===== src/rtl/mem_port_arbiter.sv =====
// rtl/mem_port_arbiter.sv - fetch/data arbiter for one shared single-ported memory
// One transaction in flight; data port wins unless fetch has been starved STARVE_LIMIT times.
module mem_port_arbiter #(
  parameter int ADDR_W       = 32,
  parameter int DATA_W       = 32,
  parameter int STARVE_LIMIT = 4
) (
  input  logic              clk,
  input  logic              rst,
  input  logic              if_req,
  input  logic [ADDR_W-1:0] if_addr,
  output logic              if_ack,
  output logic [DATA_W-1:0] if_rdata,
  input  logic              d_req,
  input  logic              d_we,
  input  logic [ADDR_W-1:0] d_addr,
  input  logic [DATA_W-1:0] d_wdata,
  output logic              d_ack,
  output logic [DATA_W-1:0] d_rdata,
  output logic              mem_req,
  output logic              mem_we,
  output logic [ADDR_W-1:0] mem_addr,
  output logic [DATA_W-1:0] mem_wdata,
  input  logic              mem_ready,
  input  logic              mem_rvalid,
  input  logic [DATA_W-1:0] mem_rdata,
  output logic              busy,
  output logic              proto_err
);

  typedef enum logic [1:0] {
    S_IDLE = 2'd0,
    S_REQ  = 2'd1,
    S_WAIT = 2'd2
  } state_e;

  localparam logic [3:0] LIMIT = 4'(STARVE_LIMIT);

  state_e            state_q, state_d;
  logic              gnt_data_q, gnt_data_d;
  logic              we_q, we_d;
  logic [ADDR_W-1:0] addr_q, addr_d;
  logic [DATA_W-1:0] wdata_q, wdata_d;
  logic [3:0]        starve_q, starve_d;
  logic              perr_q, perr_d;
  logic              force_fetch;
  logic              resp;

  always_ff @(posedge clk or posedge rst) begin
    if (rst) begin
      state_q    <= S_IDLE;
      gnt_data_q <= 1'b0;
      we_q       <= 1'b0;
      addr_q     <= '0;
      wdata_q    <= '0;
      starve_q   <= 4'd0;
      perr_q     <= 1'b0;
    end else begin
      state_q    <= state_d;
      gnt_data_q <= gnt_data_d;
      we_q       <= we_d;
      addr_q     <= addr_d;
      wdata_q    <= wdata_d;
      starve_q   <= starve_d;
      perr_q     <= perr_d;
    end
  end

  always_comb begin
    state_d     = state_q;
    gnt_data_d  = gnt_data_q;
    we_d        = we_q;
    addr_d      = addr_q;
    wdata_d     = wdata_q;
    starve_d    = starve_q;
    perr_d      = perr_q;
    force_fetch = if_req && (starve_q == LIMIT);
    resp        = 1'b0;

    case (state_q)
      S_IDLE: begin
        if (d_req && !force_fetch) begin
          state_d    = S_REQ;
          gnt_data_d = 1'b1;
          we_d       = d_we;
          addr_d     = d_addr;
          wdata_d    = d_wdata;
          if (!if_req)
            starve_d = 4'd0;
          else if (starve_q != LIMIT)
            starve_d = starve_q + 4'd1;
        end else if (if_req) begin
          state_d    = S_REQ;
          gnt_data_d = 1'b0;
          we_d       = 1'b0;
          addr_d     = if_addr;
          starve_d   = 4'd0;
        end
      end
      S_REQ: begin
        if (mem_ready)
          state_d = S_WAIT;
      end
      S_WAIT: begin
        if (mem_rvalid) begin
          resp    = 1'b1;
          state_d = S_IDLE;
        end
      end
      default: state_d = S_IDLE;
    endcase

    // A response with no transaction waiting for it is a memory-side protocol violation.
    if (mem_rvalid && (state_q != S_WAIT))
      perr_d = 1'b1;
  end

  assign mem_req   = (state_q == S_REQ);
  assign mem_we    = we_q;
  assign mem_addr  = addr_q;
  assign mem_wdata = wdata_q;
  assign busy      = (state_q != S_IDLE);
  assign proto_err = perr_q;

  assign if_ack   = resp && !gnt_data_q;
  assign d_ack    = resp && gnt_data_q;
  assign if_rdata = if_ack ? mem_rdata : '0;
  assign d_rdata  = d_ack ? mem_rdata : '0;

endmodule


===== config.mk =====
export PLATFORM = sky130hd
export DESIGN_NAME = mem_port_arbiter
export DESIGN_NICKNAME = d
export VERILOG_FILES = /design/src/rtl/mem_port_arbiter.sv
export SDC_FILE = /design/constraint.sdc
export NUM_CORES = 1
export LEC_CHECK = 0
export CORE_MARGIN = 2
export CORE_UTILIZATION = 39
export DETAILED_ROUTE_END_ITERATION = 10
export PLACE_DENSITY = 0.94
export SLEW_MARGIN = 20
export SYNTH_ARGS = -nofsm -noshare
export SYNTH_HDL_FRONTEND = slang
export SYNTH_SLANG_ARGS = --single-unit

===== constraint.sdc =====
create_clock -name clk -period 4.4 [get_ports clk]
set_input_delay 1.1 -clock clk [delete_from_list [all_inputs] [get_ports clk]]
set_output_delay 1.1 -clock clk [all_outputs]
set_load 0.05 [all_outputs]

# Word-level counts from Yosys, hierarchy flattened

Index checks and enable logic that the tools add are counted.

Flip-flop bits (word level): 73
Logic and storage cells: 49
Output and inout bits: 134

Add/sub/neg operators: 1
Equal/unequal tests: 9
Muxes and demuxes: 18
Reductions and logical operators: 14

Operators with widths:

| kind                                                   | number |
|---|---|
| 2-to-1 mux 32 bit                                      | 4 |
| 2-to-1 mux 4 bit                                       | 4 |
| 2-to-1 mux 2 bit                                       | 4 |
| case mux 2 bit (3 select lines)                        | 1 |
| AND reduction 3 bit                                    | 2 |
| logical AND 1 bit                                      | 5 |
| 2-to-1 mux 1 bit                                       | 5 |
| adder 4 x 1 -> 4 bit (second input constant)           | 1 |
| equality test 4 x 3 -> 1 bit (second input constant)   | 1 |
| inequality test 2 bit (second input constant)          | 2 |
| inequality test 4 x 3 -> 1 bit (second input constant) | 1 |
| AND reduction 2 bit                                    | 2 |
| nonzero test 2 bit                                     | 2 |
| inequality test 3 x 2 -> 1 bit (second input constant) | 1 |
| inequality test 3 bit (second input constant)          | 1 |
| equality test 2 x 1 -> 1 bit (second input constant)   | 1 |
| equality test 2 bit (second input constant)            | 1 |
| logical NOT 1 bit                                      | 2 |
| logical NOT 2 bit                                      | 1 |
| inequality test 2 x 1 -> 1 bit (second input constant) | 1 |

# Logic depth before layout (Yosys ltp)

Gate-level depths: netlist of the first run.

Depth in word-level cells: 6
Depth in mapped cells: 7
Mapped depth without buffers: 5

# Worst setup path before layout of the first run

Ideal clock, no wire load.

Kind: input to output
From: input port mem_rvalid
To: output port d_rdata[22]
Path buffers: 1
Stages on the path: 4
Arrival time: 2.500 ns
Setup slack: 0.800 ns
Cell sequence: inv_1 > nor3_2 > clkbuf_1 > and2_1

Cells in the longest elaborated chain, start to end: 4

Ends and longest elaborated chain:

| what              | line | source |
|---|---|---|
| start, declared   | 25   | `input logic mem_rvalid,` |
| 2-to-1 mux 1 bit  | 105  | `if (mem_rvalid) begin` |
| 2-to-1 mux 1 bit  | 80   | `case (state_q)` |
| logical AND 1 bit | 126  | `assign d_ack = resp && gnt_data_q;` |
| named net d_ack   | 18   | `output logic d_ack,` |
| 2-to-1 mux 32 bit | 128  | `assign d_rdata = d_ack ? mem_rdata : '0;` |
| end, declared     | 19   | `output logic [DATA_W-1:0] d_rdata,` |

The timed path passes the listed nets, and every way through them passes these cells.

# Worst setup path in the final report of the first run

From: input port mem_rvalid
To: output port d_rdata[5]

Cells in the longest elaborated chain, start to end: 4

Ends and longest elaborated chain:

| what              | line |
|---|---|
| 2-to-1 mux 1 bit  | 105 |
| 2-to-1 mux 1 bit  | 80 |
| logical AND 1 bit | 126 |
| 2-to-1 mux 32 bit | 128 |

Every way passes these cells.

==> impl_metrics.toml, run 1 <==
[synth]
synth_seq_cells = 73
avgSynthCellArea_um2 = 10.7
syn_inst = 370
syn-cell-area_um2 = 3960
synth_seq_area_share_pct = 46.1
ys_types = 30
synth_common_cells = "dfrtp_1 (73), and2_1 (65), inv_1 (39)"
syn_nets = 507
ys_async_sr_fraction_pct = 100
synth.most_common_cell = "dfrtp_1"
synth_top_area_cell = "dfrtp_1"
synthFlopType = "dfrtp_1"
ys_top_cells_by_area = "dfrtp_1 (46%), o221ai_2 (11%), and2_1 (10%), mux2_1 (5.4%), nand4_1 (5.1%)"
yosysWarnings = 0
yosys.area.top_type_share_pct = 46.1
synth_edf_count = 0

[detailed_routing]
vias = 3898
post_drt_wl_per_cell_um = 18.7
drt_iter0_drc = 196
drt_pass1_iterations = 5
drc = 0
ant_nets = 0
via_per_inst = 5.14
wl_um = 14200

[pwr]
ir_drop_uv = 538
power.leakage_nw = 3.09
p_per_area_nw_per_um2 = 663

[finish]
drive_gt1_share_pct = 22.1
syn2layout_area_growth_pct = 90.0
final_area_um2 = 7530
nNetsFinal = 758
regArea_um2 = 1830
multi_input_area_um2 = 1820
n_antenna_cell = 0
nFillCells = 614

[floorplanning]
die_area_um2 = 11000
die_height_um = 105
rows = 36
die_w_um = 105
ioPinCount = 269
core_um2 = 9820
start_util_pct = 40.4

[cts]
ctsHoldBuffers = 0
cts_num_sinks = 73
path_clk_slew_ns = 0.07
cts_buffer_depth = 2
tritoncts = "built"
clock-root-buffer = "clkbuf_8"
cts_made_buffers = 9
cts_max_level = 3
cts_resized = 0
clk-insertion-delay-late_ns = 0.34
cts_setup_buffers = 0

[setup_path]
path_max_fanout = 33
endpoint_kind = "primary output"
worstSetupPathType = "in2out"
critPathLaunchType = "input pin"
required_ns = 3.30
critPathArrivalTime_ns = 2.58

[placement]
dp_hpwl_um = 11200
place_congestion = 0.891
port_buffers = 268
place_area_um2 = 7340

[global_route]
grt_max_degree = 70
grt_overflow = 0
grt_use_total_pct = 26.0
grt_pass1_wl_um = 22500
antenna_found_initial = 0
grt_pass1_vias = 4117

[sta]
setup_viol = 0
max_slew_margin_pct = 37.7
fin_crit_sh_pct = 83.6
slew_viol_final = 0
skew_ns = 0.0147
tightest_slew_ns = 0.935
final_hold_viol_count = 0
rsz0062_at_grt = "no"
min_period_ns = 3.68
max_freq_ghz = 0.272
tns_ns = 0

[status]
status = "finished clean"

[flow_run]
maxCapViolCount = 0

[hold_path]
hp-class = "reg2reg"
[stage by stage]
step           setup slack [ns]  power (mW)  util, %  hold slack [ns]  instances
2_1_floorplan             0.800        3.35        -            0.506        370
3_3_place_gp              0.816        4.40     74.8            0.456        743
3_5_place_dp              0.715        4.51     74.8            0.485        743
4_1_cts                   0.713        5.02     76.7            0.502        758
5_1_grt                   0.634        5.21     76.7            0.519        758
6_report                  0.720        4.99     76.7            0.496        758
[registers in the layout, indices dropped and copies added (netlist names)]
name,flops
gnt_data_q,1
mem_addr,32
mem_wdata,32
mem_we,1
proto_err,1
starve_q,4
state_q,2
[cells in the final DEF, fill, tap and decap left out, types with 2 or more instances in the layout]
cell | synthesis | final
clkinv_4 | 0 | 2
clkdlybuf4s50_1 | 0 | 202
a32o_1 | 2 | 2
inv_1 | 39 | 38
nand2b_1 | 4 | 4
o221ai_2 | 28 | 28
dfrtp_1 | 73 | 73
ha_1 | 2 | 2
nand4_1 | 32 | 32
o21ai_0 | 3 | 3
nand2_1 | 3 | 3
nor3_2 | 1 | 2
and2_1 | 65 | 64
buf_4 | 0 | 8
buf_12 | 0 | 65
nand3_1 | 33 | 33
a22o_1 | 2 | 2
clkbuf_8 | 0 | 9
clkinv_2 | 0 | 3
mux2_1 | 19 | 19
mux2_2 | 14 | 14
o221ai_1 | 4 | 4
[cell families after synthesis]
logic type | synth area share (%)
flip-flops | 46.1
AO/OA/AOI/OAI | 13.4
buffers and inverters | 8.24
multiplexers | 9.38
adder cells (fa/ha/maj) | 0.631
AND/OR/NAND/NOR | 22.2
[critical path, cell delays in order]
cell	delay, ns
clkdlybuf4s50_1	0.51
inv_1	0.10
nor3_2	0.16
buf_4	0.30
and2_1	0.25
buf_12	0.15
[final cells by class]
type	instances	area share [%]
timing repair buffer	275	44.9
sequential	73	24.3
multi-input combinational	223	24.2
tap	133	2.21
inverter	39	1.96
clock buffer	10	1.69
clock inverter	5	0.764
[path summary, 6_finish.rpt]
kind,endpoint,start,slack [ns],depth (start not counted)
hold / removal,mem_wdata[22]$_DFFE_PP0P_,mem_wdata[22]$_DFFE_PP0P_,0.50,1
hold reg to reg,mem_wdata[22]$_DFFE_PP0P_,mem_wdata[22]$_DFFE_PP0P_,0.50,1
setup / recovery,d_rdata[5],mem_rvalid,0.72,6
min in group asynchronous,mem_addr[9]$_DFFE_PP0P_,rst,1.24,2
setup reg to reg,mem_wdata[0]$_DFFE_PP0P_,state_q[0]$_DFFE_PP0P_,1.69,4
max in group asynchronous,starve_q[0]$_DFFE_PP0P_,rst,2.33,3
[per-layer routing]
| layer | vias to the layer above | share of wire (%) | global-route usage [%] |
|---|---|---|---|
| li1 | 1807 | - | - |
| met1 | 1881 | 36 | 28.7 |
| met2 | 187 | 55 | 49.2 |
| met3 | 23 | 7.1 | 6.30 |
| met4 | 0 | 2.2 | 7.14 |
| met5 | - | 0 | 0 |
[power breakdown]
part / switching, mW / internal, mW / total (mW)
Sequential: 0.203 / 1.00 / 1.21
Clock: 0.243 / 0.259 / 0.502
Combinational: 2.07 / 1.21 / 3.28
Note: power is estimated with default switching activity, not from simulation.
==> run 2, diff against run 1 <==
--- a/config.mk
+++ b/config.mk
@@ -5,10 +5,11 @@
 export SDC_FILE = /design/constraint.sdc
 export NUM_CORES = 1
 export LEC_CHECK = 0
+export CORE_ASPECT_RATIO = 1.5
 export CORE_MARGIN = 2
-export CORE_UTILIZATION = 39
+export CORE_UTILIZATION = 33
 export DETAILED_ROUTE_END_ITERATION = 10
-export PLACE_DENSITY = 0.94
+export PLACE_DENSITY = 0.86
 export SLEW_MARGIN = 20
 export SYNTH_ARGS = -nofsm -noshare
 export SYNTH_HDL_FRONTEND = slang
==> constraint.sdc (replaced) <==
create_clock -name clk -period 3.1 [get_ports clk]
set_input_delay 0.775 -clock clk [delete_from_list [all_inputs] [get_ports clk]]
set_output_delay 0.775 -clock clk [all_outputs]
set_load 0.05 [all_outputs]
==> run 2 against run 1 <==
Net effect:
- flip-flop and latch count did not move
- non-clock buffer count increased by 2
- register-to-register slack lost 0.72 ns
- critical path type unchanged
- sequential power rose by 41%
- highest routed layer unchanged
- hold slack got worse by 0.0064 ns
- die area increased by 18%
==> impl_metrics.toml, run 2 (synthesized netlist as in run 1, its figures left out) <==
[sta]
skew_ns = 0.00938
min_period_ns = 2.99
final_hold_viol_count = 0
tns_ns = 0
max_slew_margin_pct = 38.2
fin_crit_sh_pct = 96.5
setup_viol = 0
tightest_slew_ns = 0.927
rsz0062_at_grt = "no"
max_freq_ghz = 0.334
slew_viol_final = 0

[finish]
mostFrequentLayoutCells = "clkdlybuf4s50_1 (202), dfrtp_1 (73), buf_12 (69), and2_1 (64), inv_1 (38)"
drive_gt1_share_pct = 22.5
nNetsFinal = 760
syn2layout_area_growth_pct = 96.3
final_common_cell = "clkdlybuf4s50_1"
fin_cells = 781
n_antenna_cell = 0

[floorplanning]
die_w_um = 93.5
die_height_um = 138
ioPinCount = 269
core_um2 = 11800
die_area_um2 = 12900
rows = 49
start_util_pct = 33.5

[cts]
cts_num_sinks = 73
cts_made_buffers = 9
cts_max_level = 3
path_clk_slew_ns = 0.05
cts_setup_buffers = 0
clock-root-buffer = "clkbuf_16"
cts_resized = 0
tritoncts = "built"
clk-insertion-delay-late_ns = 0.33
cts_buffer_depth = 2
ctsHoldBuffers = 0

[global_route]
grt_overflow = 0
antenna_found_initial = 0
grt_max_degree = 74
grt_pass1_wl_um = 22400
grt_pass1_vias = 4263
grt_use_total_pct = 21.9

[setup_path]
required_ns = 2.32
cp_common_cell = "buf_12"
worstSetupPathType = "in2out"
endpoint_kind = "primary output"
crit_chain = "clkdlybuf4s50_1 -> inv_1 -> nor3_2 -> buf_12 -> and2_1 -> buf_12"
cp_slowest_stage_delay_ns = 0.51
cp_num_buf_inv = 4
cp_top_family = "buffers and inverters"
critPathLaunchType = "input pin"
path_max_fanout = 33
critPathArrivalTime_ns = 2.22
critPathSlowestCell = "clkdlybuf4s50_1"

[detailed_routing]
via_per_inst = 5.05
drc = 0
drt_iter0_drc = 126
vias = 3941
drt_pass1_iterations = 4
ant_nets = 0
wl_um = 14400
post_drt_wl_per_cell_um = 18.4

[flow_run]
maxCapViolCount = 0

[placement]
dp.cells = 765
dp_hpwl_um = 11300
place_congestion = 0.794
port_buffers = 268

[hold_path]
hp-class = "reg2reg"

[pwr]
ir_drop_uv = 544
power.leakage_nw = 3.18
p_per_area_nw_per_um2 = 975

[status]
status = "finished clean"
run 2: per-layer routing:
metal	track usage (%)	part of all wire, %	up-vias
li1	-	-	1806
met1	21.8	32	1898
met2	40.8	55	203
met3	6.16	8.6	34
met4	9.98	3.7	0
met5	0	0	-
run 2: final timing paths:
path,start,slack [ns],endpoint,cells after the start
worst min-delay path,proto_err$_DFFE_PP0P_,0.49,proto_err$_DFFE_PP0P_,1
min in group asynchronous,rst,0.87,mem_addr[11]$_DFFE_PP0P_,3
worst max-delay path,mem_rvalid,0.11,if_rdata[22],6
max in group asynchronous,rst,1.93,starve_q[0]$_DFFE_PP0P_,3
worst max register to register,state_q[0]$_DFFE_PP0P_,0.97,mem_addr[16]$_DFFE_PP0P_,4
worst min register to register,proto_err$_DFFE_PP0P_,0.49,proto_err$_DFFE_PP0P_,1
run 2: final cells by class:
class	instances	area, um^2
inverters	39	146
repair buffers	277	3450
fillers	873	4050
flip-flops and latches	73	1830
clock buffers	11	243
well taps	153	191
clock inverters	5	103
multi-input cells	223	1820
run 2: through the flow:
step | setup WS, ns | total power [mW] | hold WS, ns | utilization [%] | area, um^2
2_1_floorplan | 0.150 | 4.76 | 0.506 | - | 3960
3_3_place_gp | 0.215 | 6.29 | 0.438 | 62.8 | 7430
3_5_place_dp | 0.147 | 6.43 | 0.482 | 62.8 | 7430
4_1_cts | 0.130 | 7.64 | 0.494 | 65.8 | 7780
5_1_grt | 0.0523 | 7.93 | 0.513 | 65.8 | 7780
6_report | 0.110 | 7.59 | 0.489 | 65.8 | 7780
run 2: where the power goes:
group | total (mW) | internal (mW) | switching, mW
registers | 1.71 | 1.43 | 0.283
logic | 4.68 | 1.74 | 2.94
clock network | 1.19 | 0.807 | 0.386
